===== src/rtl/uart_rx_engine_if.sv =====
// Core-side port of the UART receive engine: read strobe in, character and status out.
// The engine takes the slave modport; the core (or a bench standing in for it) takes the master modport.
interface uart_rx_engine_if;
    logic       rx_clr;
    logic [7:0] rx_data;
    logic       rxrdy;
    logic       perr;
    logic       ferr;
    logic       ovf;

    modport master (output rx_clr, input rx_data, input rxrdy, input perr, input ferr, input ovf);
    modport slave  (input rx_clr, output rx_data, output rxrdy, output perr, output ferr, output ovf);
endinterface


===== src/rtl/uart_rx_engine.sv =====
// UART receive engine: synchronizes the RX line, frames 7/8 data bits with optional
// parity, and presents the character plus parity/framing/overrun flags to the core.
module uart_rx_engine #(
    parameter int unsigned CLK_HZ = 100_000_000
) (
    input  logic            clk,
    input  logic            reset,
    input  logic            rx_in,
    input  logic [3:0]      baudm,
    input  logic            bit8,
    input  logic            pen,
    input  logic            ohel,
    uart_rx_engine_if.slave core
);
    // Wide enough for the slowest rate (300 baud).
    localparam int unsigned TW = $clog2(CLK_HZ / 300 + 2);

    typedef enum logic [2:0] {S_IDLE, S_START, S_DATA, S_PARITY, S_STOP} state_t;

    // Bit time in clocks, rounded to nearest; each branch folds to a constant.
    function automatic logic [TW-1:0] bt_of(input logic [3:0] m);
        logic [TW-1:0] r;
        case (m)
            4'd0:    r = TW'((CLK_HZ + 150) / 300);
            4'd1:    r = TW'((CLK_HZ + 600) / 1200);
            4'd2:    r = TW'((CLK_HZ + 1200) / 2400);
            4'd3:    r = TW'((CLK_HZ + 2400) / 4800);
            4'd4:    r = TW'((CLK_HZ + 4800) / 9600);
            4'd5:    r = TW'((CLK_HZ + 9600) / 19200);
            4'd6:    r = TW'((CLK_HZ + 19200) / 38400);
            4'd7:    r = TW'((CLK_HZ + 28800) / 57600);
            4'd8:    r = TW'((CLK_HZ + 57600) / 115200);
            4'd9:    r = TW'((CLK_HZ + 115200) / 230400);
            4'd10:   r = TW'((CLK_HZ + 230400) / 460800);
            default: r = TW'((CLK_HZ + 460800) / 921600);
        endcase
        return r;
    endfunction

    logic          sync1_q, sync2_q;
    logic          rx_s;
    state_t        state_q, state_d;
    logic [TW-1:0] timer_q, timer_d;
    logic [TW-1:0] bt_q, bt_d;
    logic [3:0]    bitcnt_q, bitcnt_d;
    logic [7:0]    shift_q, shift_d;
    logic          bit8_q, bit8_d;
    logic          pen_q, pen_d;
    logic          ohel_q, ohel_d;
    logic          perr_n_q, perr_n_d;
    logic          ferr_n_q, ferr_n_d;
    logic          seen_high_q, seen_high_d;
    logic          done_q, done_d;
    logic [7:0]    rx_data_q, rx_data_d;
    logic          rxrdy_q, rxrdy_d;
    logic          perr_q, perr_d;
    logic          ferr_q, ferr_d;
    logic          ovf_q, ovf_d;
    logic          sample_now;
    logic [3:0]    last_bit;

    assign rx_s       = sync2_q;
    assign sample_now = (timer_q == '0);
    assign last_bit   = bit8_q ? 4'd7 : 4'd6;

    always_comb begin
        state_d     = state_q;
        timer_d     = timer_q;
        bt_d        = bt_q;
        bitcnt_d    = bitcnt_q;
        shift_d     = shift_q;
        bit8_d      = bit8_q;
        pen_d       = pen_q;
        ohel_d      = ohel_q;
        perr_n_d    = perr_n_q;
        ferr_n_d    = ferr_n_q;
        seen_high_d = seen_high_q;
        done_d      = 1'b0;

        if (state_q != S_IDLE) begin
            timer_d = sample_now ? (bt_q - TW'(1)) : (timer_q - TW'(1));
        end

        case (state_q)
            S_IDLE: begin
                // A held-low line must return high once before a new start is accepted.
                if (rx_s) begin
                    seen_high_d = 1'b1;
                end else if (seen_high_q) begin
                    state_d  = S_START;
                    bitcnt_d = '0;
                    shift_d  = '0;
                    perr_n_d = 1'b0;
                    ferr_n_d = 1'b0;
                    bt_d     = bt_of(baudm);
                    timer_d  = (bt_of(baudm) >> 1) - TW'(1);
                    bit8_d   = bit8;
                    pen_d    = pen;
                    ohel_d   = ohel;
                end
            end
            S_START: begin
                if (sample_now) begin
                    if (rx_s) begin
                        state_d     = S_IDLE;
                        seen_high_d = 1'b1;
                    end else begin
                        state_d = S_DATA;
                    end
                end
            end
            S_DATA: begin
                if (sample_now) begin
                    shift_d[bitcnt_q[2:0]] = rx_s;
                    bitcnt_d               = bitcnt_q + 4'd1;
                    if (bitcnt_q == last_bit) begin
                        state_d = pen_q ? S_PARITY : S_STOP;
                    end
                end
            end
            S_PARITY: begin
                if (sample_now) begin
                    perr_n_d = (((^shift_q) ^ rx_s) != ohel_q);
                    state_d  = S_STOP;
                end
            end
            S_STOP: begin
                if (sample_now) begin
                    ferr_n_d    = ~rx_s;
                    done_d      = 1'b1;
                    seen_high_d = rx_s;
                    state_d     = S_IDLE;
                end
            end
            default: state_d = S_IDLE;
        endcase
    end

    // Completion beats a coincident read strobe; the strobe still cancels overrun.
    always_comb begin
        rx_data_d = rx_data_q;
        rxrdy_d   = rxrdy_q;
        perr_d    = perr_q;
        ferr_d    = ferr_q;
        ovf_d     = ovf_q;
        if (done_q) begin
            rx_data_d = shift_q;
            rxrdy_d   = 1'b1;
            perr_d    = perr_n_q;
            ferr_d    = ferr_n_q;
            ovf_d     = core.rx_clr ? 1'b0 : (ovf_q | rxrdy_q);
        end else if (core.rx_clr) begin
            rxrdy_d = 1'b0;
            perr_d  = 1'b0;
            ferr_d  = 1'b0;
            ovf_d   = 1'b0;
        end
    end

    always_ff @(posedge clk or posedge reset) begin
        if (reset) begin
            sync1_q     <= 1'b1;
            sync2_q     <= 1'b1;
            state_q     <= S_IDLE;
            timer_q     <= '0;
            bt_q        <= '0;
            bitcnt_q    <= '0;
            shift_q     <= '0;
            bit8_q      <= 1'b0;
            pen_q       <= 1'b0;
            ohel_q      <= 1'b0;
            perr_n_q    <= 1'b0;
            ferr_n_q    <= 1'b0;
            seen_high_q <= 1'b0;
            done_q      <= 1'b0;
            rx_data_q   <= '0;
            rxrdy_q     <= 1'b0;
            perr_q      <= 1'b0;
            ferr_q      <= 1'b0;
            ovf_q       <= 1'b0;
        end else begin
            sync1_q     <= rx_in;
            sync2_q     <= sync1_q;
            state_q     <= state_d;
            timer_q     <= timer_d;
            bt_q        <= bt_d;
            bitcnt_q    <= bitcnt_d;
            shift_q     <= shift_d;
            bit8_q      <= bit8_d;
            pen_q       <= pen_d;
            ohel_q      <= ohel_d;
            perr_n_q    <= perr_n_d;
            ferr_n_q    <= ferr_n_d;
            seen_high_q <= seen_high_d;
            done_q      <= done_d;
            rx_data_q   <= rx_data_d;
            rxrdy_q     <= rxrdy_d;
            perr_q      <= perr_d;
            ferr_q      <= ferr_d;
            ovf_q       <= ovf_d;
        end
    end

    assign core.rx_data = rx_data_q;
    assign core.rxrdy   = rxrdy_q;
    assign core.perr    = perr_q;
    assign core.ferr    = ferr_q;
    assign core.ovf     = ovf_q;
endmodule


===== src/flat_wrapper.sv =====
// flat-port wrapper written by rule: the top's interface ports become plain ports
module uart_rx_engine_flat 
#(
    parameter int unsigned CLK_HZ = 100_000_000
)
  (clk, reset, rx_in, baudm, bit8, pen, ohel, core_rx_clr, core_rx_data, core_rxrdy, core_perr, core_ferr, core_ovf);
  uart_rx_engine_if core_i ();
  input  logic clk;
  input  logic reset;
  input  logic rx_in;
  input  logic [3:0] baudm;
  input  logic bit8;
  input  logic pen;
  input  logic ohel;
  input wire logic [$bits(core_i.rx_clr)-1:0] core_rx_clr;
  output wire logic [$bits(core_i.rx_data)-1:0] core_rx_data;
  output wire logic [$bits(core_i.rxrdy)-1:0] core_rxrdy;
  output wire logic [$bits(core_i.perr)-1:0] core_perr;
  output wire logic [$bits(core_i.ferr)-1:0] core_ferr;
  output wire logic [$bits(core_i.ovf)-1:0] core_ovf;
  assign core_i.rx_clr = core_rx_clr;
  assign core_rx_data = core_i.rx_data;
  assign core_rxrdy = core_i.rxrdy;
  assign core_perr = core_i.perr;
  assign core_ferr = core_i.ferr;
  assign core_ovf = core_i.ovf;
  uart_rx_engine #(.CLK_HZ(CLK_HZ)) u_core (.clk(clk), .reset(reset), .rx_in(rx_in), .baudm(baudm), .bit8(bit8), .pen(pen), .ohel(ohel), .core(core_i));
endmodule

===== config.mk =====
export PLATFORM = sky130hd
export DESIGN_NAME = uart_rx_engine_flat
export DESIGN_NICKNAME = d
export VERILOG_FILES = /design/src/rtl/uart_rx_engine_if.sv /design/src/rtl/uart_rx_engine.sv /design/src/flat_wrapper.sv
export SDC_FILE = /design/constraint.sdc
export NUM_CORES = 1
export LEC_CHECK = 0
export BUFFER_PORTS_ARGS = -buffer_cell sky130_fd_sc_hd__buf_2
export CAP_MARGIN = 25
export CORE_MARGIN = 3
export CORE_UTILIZATION = 50
export CTS_CLUSTER_SIZE = 14
export DETAILED_ROUTE_END_ITERATION = 10
export GPL_TIMING_DRIVEN = 0
export PLACE_DENSITY = 0.74
export SLEW_MARGIN = 15
export SYNTH_ARGS = -nofsm -noshare
export SYNTH_HDL_FRONTEND = slang
export SYNTH_SLANG_ARGS = --single-unit
export TNS_END_PERCENT = 100

===== constraint.sdc =====
create_clock -name clk -period 3.39 [get_ports clk]
set_input_delay 0.1695 -clock clk [delete_from_list [all_inputs] [get_ports clk]]
set_output_delay 0.1695 -clock clk [all_outputs]
set_load 0.005 [all_outputs]

# Word-level counts from Yosys, hierarchy flattened
# Memory sizes are Yosys's and may differ from the RTL's. A register that Yosys moved wholly into a read port is not among the register bits.
# Cells that the tools add are included.
# op_classes
mux,48
reduce_logical,16
order_cmp,2
add_sub_neg,4
n_bitwise,3
eq_ne,13
# op_table
cell,count
19-bit two-way mux,8
19-bit by 1-bit subtractor with 19-bit output (second input constant),2
3-bit two-way mux,8
8-bit two-way mux,3
19-bit zero test,1
18-bit by 1-bit subtractor with 19-bit output (second input constant),1
1-bit two-way mux,17
8-bit one-hot mux with 2 select lines,1
3-bit one-hot mux with 5 select lines,1
4-bit two-way mux,3
2-bit by 1-bit != test with 1-bit output (second input constant),6
4-bit AND reduction,3
8-bit bitwise mux,1
4-bit one-hot mux with 2 select lines,1
2-bit nonzero test,4
8-bit XOR reduction,1
7-bit AND reduction,1
3-bit by 2-bit == test with 1-bit output (second input constant),2
3-bit AND reduction,2
3-bit nonzero test,2
4-bit by 1-bit adder with 4-bit output (second input constant),1
4-bit == test,1
3-bit by 4-bit < comparator with 1-bit output (second input constant),1
1-bit one-hot mux with 2 select lines,2
other kinds (13),13
# word_totals
mem_count,2
ff_bits,74
wordCells,107
inputBits,11
romBits,576
# memory_table
name,words,width,rd,rd_ports_with_merged_regs,wr,line,source
(no name shown),16,18,1,1,0,uart_rx_engine.sv:23,case (m)
(no name shown),16,18,1,0,0,uart_rx_engine.sv:23,

# Longest topological paths before layout
# Gate-level depths: netlist (run 1).
# An unclocked memory read counts as a cell.
# logic_depth
depth_word,8
mapped_depth,16

# Worst setup path after synthesis (run 1)
# Ideal clock, no wire load.
# synth_timing
path_type,register to register
startpoint,reg u_core.timer_q[5]
endpoint,reg u_core.timer_q[16]
path_buffers,4
stages_incl_launch_ff,17
synth_period_minus_slack_ps,3272
setup_time_ps,71
setup_slack_ps,118
required_ps,3319
t_arrival_ps,3201
cell_sequence,dfrtp_1 > clkbuf_2 > nor3_2 > nand4_2 > nor2_1 > clkbuf_8 > buf_2 > clkbuf_8 > a21oi_1 > ha_1 > or4b_1 > nor2_1 > o21ai_0 > a211oi_4 > o211ai_2 > a2111o_1 > nand4_1
# synth_between
elab_chain_cells,6
word_cells_on_any_way,7
classes_between,add/sub: 1; mux: 5; reduce/logical: 1
# synth_lines
item,line,source
from (decl),uart_rx_engine.sv:43,"logic [TW-1:0] timer_q, timer_d;"
from (signal assigned),uart_rx_engine.sv:185,timer_q <= timer_d;
19-bit by 1-bit subtractor with 19-bit output or 19-bit zero test (tied branches),"uart_rx_engine.sv:81, uart_rx_engine.sv:63",
19-bit two-way mux *,uart_rx_engine.sv:81,timer_d = sample_now ? (bt_q - TW'(1)) : (timer_q - TW'(1));
19-bit two-way mux *,uart_rx_engine.sv:80,if (state_q != S_IDLE) begin
19-bit two-way mux,uart_rx_engine.sv:89,end else if (seen_high_q) begin
19-bit two-way mux,uart_rx_engine.sv:87,if (rx_s) begin
19-bit two-way mux *,uart_rx_engine.sv:84,case (state_q)
net u_core.timer_d[16],uart_rx_engine.sv:43,
# Mark *: on every way through the listed nets, which the timed path passes. The rest lies on a longest branch.
# A chain may end at the register's enable or synchronous reset.

# Worst setup path in the final report (run 1)
# layout_timing
startpoint,reg u_core.timer_q[13]
endpoint,reg u_core.timer_q[14]
# The elaborated chain is that of the path after synthesis.

==> results.tsv, run 1 <==
metric	value	unit
status	finished, final reports clean	
p_seq_share	39.8	%
setup_violations	0	
grt_pass1_vias	3914	
drc	0	
critPathLaunchType	flip-flop	
cts_root_buf	clkbuf_8	
synth.distinct_cells	62	
r2r_slack	0.19	ns
routedWlPerCell	17.90	microns
r2r_start	u_core.timer_q[13]	
wl	11.84	mm
max_slew_margin	44.34	%
dieArea	10120	sq um
async_reset_ff_share	100.0	%
regArea	1839	sq um
ir_drop	0.3340	mV
cts_sinks	73	
worstReg2RegEnd	u_core.timer_q[14]	
core_region_area	8464	sq um
vias_per_cell	6.298	
fillers	735	
htree_levels	3	
clock_power_share	22.0	%
period_share	94.26	%
period_minus_slack	3.195	ns
fin_worst_skew	0.02144	ns
ff2ff_path_depth	12	
via_count	4163	
io_buffers	22	
groute.usage.overall	24.04	%
p_leak	0.002150	uW
antenna_found_initial	0	
whs	0.001561	ns
netlist_area	4476	sq um
p_switching	1540	uW
synthCells	508	
grt-ovfl-total	0	
min_from	ohel	
pwr_density_cell	710.6	nW/um^2
grt_max_degree	50	
combPwrFrac	38.2	%
multi_input_area	2439	sq um
yosysWarningCount	0	
critPathCaptureType	flip-flop	
hold_end	u_core.ohel_q	
crit_type	reg -> reg	
rows	33	
clk_latency	0.37	ns
cp_data_required_time	3.64	ns
tightest_slew	0.8300	ns
p_int	2082	uW
syn_nets	527	
drive_gt1_share	16.91	%
syn2layout_area_growth	13.89	%
die_h	100.6	microns
final_max_slew_viol_count	0	
switching_share	42.52	%
place_congestion	0.9879	
ioPinCount	23	
diodes	0	
arrival	3.44	ns
initial_core_util	52.88	%
clockBufferDepth	2	
synth_edf_count	0	
synth_area_per_cell	8.810	sq um
cts.clk_slew.worst_paths	0.09	ns
cts_buffers	9	
postRouteAntennaNets	0	
max_freq	0.3130	GHz
grt_first_pass_wirelength	19.51	mm
hold_viol_final	0	
synth_top_flop_cell	dfrtp_1	
drt_iter0_markers	391	
hold_class	in -> reg	
critPathMaxFanout	11	
dr.pass1.iters	5	
hpwlAfterDp	8.323	mm
die_w	100.6	microns
ys_ff_latch	73	
hold-path-cell-count	3	
layout.nets	570	
rsz0062_at_grt	no	
yosysSeqAreaShare	40.87	%
post-route-util	60.22	%
max_cap_viol_count	0	
cts_tree	built	
## cells by family after synthesis
group | Yosys count | share of synthesized area (%)
adders and majority gates | 8 | 2.237
muxes | 16 | 3.830
xor gates and xnor gates | 21 | 4.110
DFF | 73 | 40.87
AOI/OAI and AO/OA | 156 | 22.65
and+or+nand+nor | 187 | 20.72
buffers and inverters | 47 | 5.591
## cell usage in the layout (no fill, tap or decap), types with 7 or more instances in the layout
| cell | count |
|---|---|
| clkbuf_8 | 12 |
| dfrtp_2 | 8 |
| nand3_1 | 8 |
| ha_1 | 7 |
| a211oi_1 | 8 |
| mux2i_1 | 7 |
| mux2_2 | 9 |
| xnor2_1 | 13 |
| nor3_1 | 17 |
| a21oi_1 | 30 |
| xor2_1 | 8 |
| buf_4 | 7 |
| o21ai_0 | 49 |
| buf_2 | 22 |
| o31ai_1 | 8 |
| nand2b_1 | 10 |
| dfrtp_1 | 63 |
| nand4_1 | 7 |
| o21a_1 | 7 |
| a31oi_1 | 8 |
| nor2_1 | 38 |
| clkbuf_1 | 20 |
| nand2_1 | 69 |
| inv_1 | 10 |
## state kept, by name (all words and copies together) (netlist names), 3 cells and up
| name | flops |
|---|---|
| u_core.state_q | 3 |
| u_core.timer_q | 19 |
| u_core.bitcnt_q | 4 |
| u_core.bt_q | 18 |
| u_core.core.rx_data | 8 |
| u_core.shift_q | 8 |
## power by group through the flow
stage                     clock network (uW)  registers, uW  logic [uW]
final                                    797           1440        1380
after global routing                     839           1470        1530
after CTS                                804           1410        1340
after detailed placement                   0           1410        1310
after global placement                     0           1410        1270
after floorplan                            0           1320        1030
## how the worst max path moves through the flow
stage,start,to,slack [ns],cells past startpoint
2_1_floorplan,u_core.timer_q[5],u_core.timer_q[16],0.12,16
3_3_place_gp,u_core.timer_q[5],u_core.timer_q[16],-0.48,16
3_5_place_dp,u_core.timer_q[5],u_core.timer_q[16],-0.52,16
4_1_cts,u_core.timer_q[6],u_core.timer_q[16],0.07,14
5_1_grt,u_core.timer_q[3],u_core.timer_q[16],0.07,14
6_report,u_core.timer_q[13],u_core.timer_q[14],0.19,12
## worst max-delay path, stage by stage (launching register included)
cell,delay (ns)
dfrtp_2,0.46
nor4_4,0.39
nand2_2,0.23
nor2_4,0.33
clkbuf_8,0.26
a21oi_1,0.10
ha_2,0.19
or4b_4,0.23
nor2_1,0.05
o21ai_2,0.13
a211oi_4,0.09
o31a_2,0.35
o221a_2,0.25
## per-stage QoR
step	setup slack (ns)	total power (uW)	cell area, sq um	setup TNS (ns)	cells
global placement	-0.4799	2679	4717	-1.773	635
floorplan	0.1181	2344	4476	0	508
CTS	0.07176	3551	5046	0	656
detailed placement	-0.5224	2725	4747	-1.968	636
finish	0.1946	3622	5097	0	661
global route	0.06714	3840	5097	0	661
## synthesized netlist by cell type (5+ instances only)
cell,n,share of area [%]
dfrtp_1,71,40
xor2_1,8,1.6
nor4_1,5,0.70
or3_1,5,0.70
a21oi_1,31,3.5
nand4_1,7,0.98
ha_1,8,2.2
clkbuf_1,20,1.7
inv_1,11,0.92
nand2b_1,10,1.4
o21a_1,7,1.2
a22o_1,5,0.98
a211oi_1,8,1.3
mux2_2,9,2.3
nand3_1,8,0.89
nand2_1,69,5.8
xnor2_1,13,2.5
nand3b_1,5,0.84
nor2_1,39,3.3
nor3_1,17,1.9
o31ai_1,8,1.3
mux2i_1,7,1.6
a31oi_1,8,1.1
o21ai_0,50,5.6
buf_1,5,0.42
## repair_timing
action,in CTS,in global routing
pin swaps,1,5
hold buffers,4,0
gates resized for setup,8,11
cloned,0,1
endpoints found under the setup margin,7,3
setup buffers,1,5
endpoints found under the hold margin,27,0
## final cells by class
type	instances	area share [%]
multi-input combinational	389	47.84
sequential	73	36.08
buffer	34	3.829
inverter	11	0.8591
timing repair buffer	33	4.369
clock buffer	9	2.430
clock inverter	7	2.013
tap	105	2.577
## routing by layer
metal	GRT usage (%)	vias up	routed length (microns)
met3	3.529	31	850
met2	38.84	219	5657
met4	10.05	0	323
met1	32.26	1985	5004
li1	-	1928	-
met5	0	-	0
No activity file was read; power rests on OpenSTA's default activity.
==> run 2: changes to the inputs <==
BUFFER_PORTS_ARGS = -buffer_cell sky130_fd_sc_hd__buf_4   (was -buffer_cell sky130_fd_sc_hd__buf_2)
SLEW_MARGIN = not set   (was 15)
==> results.tsv, run 2 (same netlist as run 1, synthesis figures left out) <==
metric	value	unit	change
postRouteAntennaNets	0		unchanged
final_max_slew_viol_count	0		unchanged
clockBufferDepth	2		unchanged
io_buffers	22		unchanged
r2r_start	u_core.timer_q[12]		
min_from	pen		
cts_tree	built		
hold_end	u_core.pen_q		
pwr_density_cell	693.2	nW/um^2	-2.5%
critPathLaunchType	flip-flop		
core_region_area	8464	sq um	unchanged
drive_gt1_share	16.88	%	-0.030 points
met1_length	5.039	mm	+0.70%
grt-ovfl-total	0		unchanged
crit_type	reg -> reg		
rows	33		unchanged
cts_sinks	73		unchanged
setup_violations	0		unchanged
ir_drop	0.3547	mV	+6.2%
status	finished, final reports clean		
max_cap_viol_count	0		unchanged
initial_core_util	52.88	%	unchanged
tightest_slew	0.7500	ns	-0.07997 ns
grt_max_degree	44		-12%
critPathMaxFanout	19		+8
groute.usage.overall	23.98	%	-0.058 points
dr_wl_met2	5.401	mm	-4.5%
met3WireLength	672	microns	-21%
arrival	3.55	ns	+0.11 ns
hpwlAfterDp	8.170	mm	-1.8%
hold-path-cell-count	3		unchanged
worstReg2RegEnd	u_core.timer_q[16]		
die_w	100.6	microns	unchanged
max_slew_margin	49.70	%	+5.4 points
cts_buffers	9		unchanged
die_h	100.6	microns	unchanged
post-route-util	60.90	%	+0.68 points
layout_common_cells	nand2_1 (69), dfrtp_1 (63), o21ai_0 (49)		
grt_pass1_vias	3961		+1.2%
dp.cells	636		unchanged
period_share	95.86	%	+1.6 points
dr.pass1.iters	5		unchanged
clk_latency	0.36	ns	about the same
critPathCaptureType	flip-flop		
final_cell_count_no_fill	662		+0.15%
dieArea	10120	sq um	unchanged
drt_iter0_markers	296		-24%
layout.nets	571		+0.18%
cts_root_buf	clkbuf_8		
fin_worst_skew	0.01583	ns	-0.005617 ns
regMostFlops	u_core.timer_q		
final_cell_area	5155	sq um	+1.1%
top_layer_used	met4		
final_common_cell	nand2_1		
syn2layout_area_growth	15.18	%	
hold_viol_final	0		unchanged
ioPinCount	23		unchanged
via_count	4145		-0.43%
drc	0		unchanged
diodes	0		unchanged
largest_reg_flops	19		unchanged
largest_registers	u_core.timer_q x19, u_core.bt_q x18		
cts.clk_slew.worst_paths	0.08	ns	about the same
dpl_cell_area	4795	sq um	+1.0%
place_congestion	0.9876		about the same
max_freq	0.3077	GHz	-1.7%
routedWlPerCell	17.20	microns	-3.9%
fillers	741		+0.82%
ff2ff_path_depth	14		+2
r2r_slack	0.14	ns	-0.05 ns
hold_class	in -> reg		
p_leak	0.002157	uW	+0.35%
period_minus_slack	3.250	ns	+0.05429 ns
grt_first_pass_wirelength	19.47	mm	-0.18%
wl	11.39	mm	-3.8%
cp_data_required_time	3.69	ns	+0.05 ns
htree_levels	3		unchanged
vias_per_cell	6.261		-0.58%
antenna_found_initial	0		unchanged
## run 2: cell count changes in the layout (fill, tap and decap cells not counted), moves of 2 or more
cell / delta
buf_2: -22
clkbuf_8: +2
clkinv_4: -2
buf_4: +21
inv_6: -2
## run 2: cell type report
cell class | instances | area [sq um] | area share [%]
multi-input cells | 388 | 2430 | 47.14
flip-flops and latches | 73 | 1839 | 35.68
repair buffers | 34 | 280.3 | 5.437
plain buffers | 35 | 209.0 | 4.053
clock buffers | 11 | 141.4 | 2.743
well taps | 105 | 131.4 | 2.549
clock inverters | 5 | 80.08 | 1.553
inverters | 11 | 43.79 | 0.8495
## run 2: metrics by stage
stage	power, uW	TNS (ns)	setup slack, ns	hold WS (ns)
2_1_floorplan	2344	0	0.1181	0.1740
3_3_place_gp	2679	-1.651	-0.4612	0.2780
3_5_place_dp	2716	-1.788	-0.4733	0.2046
4_1_cts	3508	0	0.05359	0.02307
5_1_grt	3818	-0.003338	-0.003338	0.04551
6_report	3573	0	0.1403	0.03277
## run 2: what timing repair did
action                                 in CTS  in global routing
hold buffers                                5                  0
gates resized for setup                     5                 15
endpoints found under the hold margin      34                  0
buffers inserted                            0                  6
setup endpoints to repair                   6                  5
pin swaps                                   1                  5
## run 2: power breakdown
group	switching, uW	internal, uW	total [uW]
clock network	332	433	765
logic	817	553	1370
registers	325	1110	1440
## run 2: worst max path at each step
stage | startpoint | to | cells after the start
6_report | u_core.timer_q[12] | u_core.timer_q[16] | 14
5_1_grt | u_core.timer_q[3] | u_core.timer_q[16] | 15
4_1_cts | u_core.timer_q[5] | u_core.timer_q[16] | 15
3_5_place_dp | u_core.timer_q[5] | u_core.timer_q[16] | 16
3_3_place_gp | u_core.timer_q[5] | u_core.timer_q[16] | 16
2_1_floorplan | u_core.timer_q[5] | u_core.timer_q[16] | 16
## run 2: worst max-delay path, stage by stage (launching register included)
cell and delay [ns]:
dfrtp_1 0.46, nor4_4 0.10, nand2_2 0.14, nor2_2 0.08, clkbuf_8 0.20, clkbuf_8 0.20
a21oi_1 0.16, ha_2 0.22, or4b_4 0.51, nor2_2 0.12, o21ai_2 0.12, a211oi_4 0.31
o211ai_2 0.14, a2111o_1 0.35, nand4_1 0.08
## run 2: layer usage
layer	vias up	track usage [%]
li1	1917	-
met1	2012	32.38
met2	182	38.03
met3	34	4.152
met4	0	10.05
met5	-	0
